<file path="config.mk">
export PLATFORM = sky130hd
export DESIGN_NAME = round_robin_arbiter
export DESIGN_NICKNAME = d
export VERILOG_FILES = /design/src/rtl/round_robin_arbiter.sv
export SDC_FILE = /design/constraint.sdc
export NUM_CORES = 1
export LEC_CHECK = 0
export CELL_PAD_IN_SITES_DETAIL_PLACEMENT = 0
export CELL_PAD_IN_SITES_GLOBAL_PLACEMENT = 2
export CORE_MARGIN = 4
export CORE_UTILIZATION = 32
export DETAILED_ROUTE_END_ITERATION = 12
export PLACE_DENSITY = 0.78
export REMOVE_ABC_BUFFERS = 1
export SLEW_MARGIN = 20
export SYNTH_ARGS = -nofsm -noshare
export SYNTH_HDL_FRONTEND = slang
export SYNTH_SLANG_ARGS = --single-unit
</file>
<file path="constraint.sdc">
create_clock -name clk -period 3.7 [get_ports clk]
set_clock_uncertainty 0.2 [all_clocks]
set_input_delay 0.74 -clock clk [delete_from_list [all_inputs] [get_ports clk]]
set_output_delay 0.74 -clock clk [all_outputs]
set_load 0.02 [all_outputs]
</file>
<file path="src/rtl/round_robin_arbiter.sv">
// round_robin_arbiter: 16-way round-robin arbiter with registered one-hot grant.
// Optional owner hold limit (MAX_HOLD cycles) enabled by defining RR_ARB_HOLD_LIMIT_EN.
module round_robin_arbiter #(
  parameter int MAX_HOLD = 16
) (
  input  logic        clk,
  input  logic        rst,
  input  logic [15:0] req,
  output logic [15:0] gnt,
  output logic [3:0]  gnt_idx,
  output logic        gnt_valid
);
  localparam logic [0:0] IDLE  = 1'b0;
  localparam logic [0:0] GRANT = 1'b1;
  logic [0:0]  r_state;
  logic [3:0]  r_ptr;
  logic [3:0]  r_idx;
  logic [15:0] r_gnt;
  logic [15:0] w_cand;
  logic [3:0]  w_pick;
  logic        w_keep;
  logic        w_limit;
  if (MAX_HOLD < 1 || MAX_HOLD > 255) begin : g_bad_max_hold
    $error("MAX_HOLD must be in 1..255");
  end
  // The current owner is never a candidate, so a preempted owner cannot re-win.
  assign w_cand = (r_state == GRANT) ? req & ~r_gnt : req;
  always_comb begin
    w_pick = '0;
    for (int k = 16; k >= 1; k--)
      if (w_cand[r_ptr + 4'(k)]) w_pick = r_ptr + 4'(k);
  end
`ifdef RR_ARB_HOLD_LIMIT_EN
  logic [7:0] r_cnt;
  logic       w_at_max;
  assign w_at_max = r_cnt == 8'(MAX_HOLD - 1);
  assign w_limit  = w_at_max && |w_cand;
  always_ff @(posedge clk)
    if (rst || !w_keep) r_cnt <= '0;
    else                r_cnt <= w_at_max ? r_cnt : r_cnt + 8'd1;
`else
  assign w_limit = 1'b0;
`endif
  assign w_keep = (r_state == GRANT) && req[r_idx] && !w_limit;
  always_ff @(posedge clk) begin
    if (rst) begin
      r_state <= IDLE;
      r_ptr   <= 4'd15;
      r_idx   <= '0;
      r_gnt   <= '0;
    end else if (!w_keep) begin
      r_state <= (|w_cand) ? GRANT : IDLE;
      r_ptr   <= (|w_cand) ? w_pick : r_ptr;
      r_idx   <= (|w_cand) ? w_pick : 4'd0;
      r_gnt   <= (|w_cand) ? 16'd1 << w_pick : 16'd0;
    end
  end
  assign gnt       = r_gnt;
  assign gnt_idx   = r_idx;
  assign gnt_valid = r_state == GRANT;
endmodule

</file>
==> reports/qor.yml <==
path_buf_inv: 5
fmax_ghz: 0.261
crit_path_cell_trace: "buf_2, a21boi_4, buf_4, a221oi_4, nor4_2, buf_4, mux2_4, buf_4, or3_1, a31oi_2, a2111oi_4, buf_4, or2_4, o41ai_2"
path_clk_slew_ns: 0.09
setup_viol: 6
synth.most_common_cell: "nand2_1"
slowest_delay_ns: 0.42
die-width_um: 113
met3_length_um: 937
synth_area_leader_cell: "dfxtp_1"
yosysUniqueCellTypes: 66
core_um2: 10500
path_class: "input pin to register"
io_buffer_count: 38
hold_viol_final: 0
netlist_top_cells_count: "nand2_1 (41), a221oi_1 (28), dfxtp_1 (25)"
status: "finished, violations left"
violations: "setup timing"
cts-buffers-inserted: 3
wl_met1_mm: 6.88
dr.pass1.iters: 4
die_y_um: 113
ant_nets: 0
synth_edf_count: 0
timing.critical_path.mode_cell: "buf_4"
hold_class: "register to register"
syn_area_um2: 3500
vias_per_cell: 6.16
cp_max_fo: 8
fill_cells: 903
grt_pass1_wl_mm: 24.0
insertion_delay_ns: 0.27
clockBufferDepth: 2
synth_area_leaders: "dfxtp_1 (14%), mux4_2 (12%), a221oi_1 (7.0%), mux2i_1 (6.6%), mux2_2 (5.5%)"
slew_headroom_pct: 63.4
finalCritPeriodShare_pct: 104
ys_async_sr_fraction_pct: 0
cp_top_family: "compound AO/OA/AOI/OAI gates"
whs_ns: 0.323
worst_setup_path_start_kind: "input pin"
groute.usage.overall_pct: 23.2
cp.required_ns: 3.65
cp.depth: 14
highest_layer: "met4"
post_drt_wl_per_cell_um: 22.3
final-max-slew-violation-count: 0
place_inst: 684
r2r_start: "r_ptr[1]"
clkSinkCount: 25
cp-end-kind: "register"
post-synth-top-area-fraction_pct: 14.3
ys_warn_count: 0
worstMarginPinSlew_ns: 0.545
maxCapViolCount: 0
n_antenna_cell: 0
grt.overflow.total: 0
met2_length_mm: 8.21
pre_cts_slack_ns: -1.02
min-delay-start: "gnt_idx[3]"
layout_setup_ws_ns: -0.133
num_vias: 4531
netlist_instances: 413
grt_max_degree: 44
ys.flop_type: "dfxtp_1"
row_count: 37
min_path_cells: 2
h-tree-depth: 1
nNetsFinal: 625
wl_mm: 16.4
ys_ff_latch: 25
cts-root-buf: "clkbuf_8"
cp-startpoint: "req[5]"
dieArea_um2: 12700
place.gp.congestion: 0.950
antenna_found_initial: 0
synthToLayoutAreaGrowth_pct: 79.1
io_pins: 39
grt_pass1_vias: 4414
ff2ff_path_depth: 14
syn_area_per_cell_um2: 8.47
start_util_pct: 33.4
final_layout_size_suffix_gt1_share_pct: 56.9
ys_seq_area_share_pct: 14.3
crit_path_top_delay_cell: "o41ai_2"
fin_crit_ns: 3.83
cts_tree: "built"
drtIter0Drc: 317
drc: 0
cp.arrival_ns: 3.78
fin_cells: 735
rsz0062_at_grt: "true"
place_hpwl_mm: 11.8
## cell type report
| cell class | instances | area [µm²] | share of cell area, % |
|---|---|---|---|
| multi-input combinational | 341 | 3690 | 58.9 |
| timing repair buffer | 202 | 1740 | 27.8 |
| sequential | 25 | 510 | 8.15 |
| tap | 136 | 170 | 2.72 |
| inverter | 27 | 105 | 1.68 |
| clock buffer | 3 | 41.3 | 0.659 |
| clock inverter | 1 | 7.51 | 0.120 |
## repair_timing
action / 4_1_cts / 5_1_grt
cloned: 0 / 1
buffers inserted: 20 / 26
pin swaps: 14 / 33
endpoints found under the setup margin: 23 / 22
hold buffers: 0 / 0
gates resized for setup: 150 / 90
## stage by stage
step	area (µm²)	TNS, ns	util [%]
final	6260	-0.173	59.9
after global routing	6260	-1.42	59.9
after CTS	5570	-0.0102	53.2
after detailed placement	4870	-18.39	46.5
after global placement	4870	-16.95	46.5
after floorplan	3400	-34.85	-
## sequential cells by signal (all words and copies together) (netlist names)
name       cells
r_ptr          4
gnt_idx        4
gnt           16
gnt_valid      1
## cell usage in the layout (no fill, tap or decap), types with 4 or more instances in the layout
cell type	count
o41ai_4	4
mux4_2	19
mux2_2	6
o41ai_2	12
buf_4	143
clkdlybuf4s50_1	22
buf_6	6
a31oi_2	4
a21oi_1	13
buf_2	16
mux2_4	12
a22oi_1	8
a221oi_2	18
dfxtp_1	21
o211ai_1	11
a22o_1	5
mux2i_4	6
o22ai_1	9
inv_1	24
nor2_1	14
a21boi_4	12
nand3_1	4
nor2b_2	7
nor4_1	10
a221oi_4	4
o21ai_0	8
a221oi_1	6
mux2i_2	4
xnor2_1	11
mux2i_1	14
nand2_1	38
buf_12	13
ha_1	4
## kinds of logic (layout without fill, tap and decap cells)
| group | Yosys count | in the layout | share of synthesized area (%) |
|---|---|---|---|
| mux | 61 | 61 | 25.4 |
| xor+xnor | 14 | 14 | 3.51 |
| flops | 25 | 25 | 14.3 |
| fa+ha+maj | 7 | 7 | 2.50 |
| buf+inv | 47 | 233 | 5.65 |
| simple gates | 110 | 110 | 16.0 |
| compound gates | 149 | 149 | 32.7 |
## layer usage
| layer | up-vias | GRT usage (%) |
|---|---|---|
| met3 | 34 | 1.56 |
| li1 | 2046 | - |
| met5 | - | 0 |
| met4 | 0 | 4.49 |
| met1 | 2245 | 31.2 |
| met2 | 206 | 41.0 |
## worst paths after layout
check	endpoint	slack, ns
max reg2reg	gnt[7]	-0.13
min reg2reg	gnt_idx[3]	0.32
max	gnt[7]	-0.13
min	gnt_idx[3]	0.32
## worst register-to-register path: stages, from the launching register on
cell and delay (ns):
dfxtp_4 0.37, clkinv_2 0.08, ha_4 0.25, or2_4 0.29
a221oi_4 0.22, nor4_2 0.08, buf_4 0.17, mux2_4 0.31
buf_4 0.15, or3_1 0.36, a31oi_2 0.23, a2111oi_4 0.09
buf_4 0.15, or2_4 0.33, o41ai_2 0.43
Power is left out: the tool's default activity adds up to more than one toggle a clock period on the data nets, which glitch-free logic cannot reach.
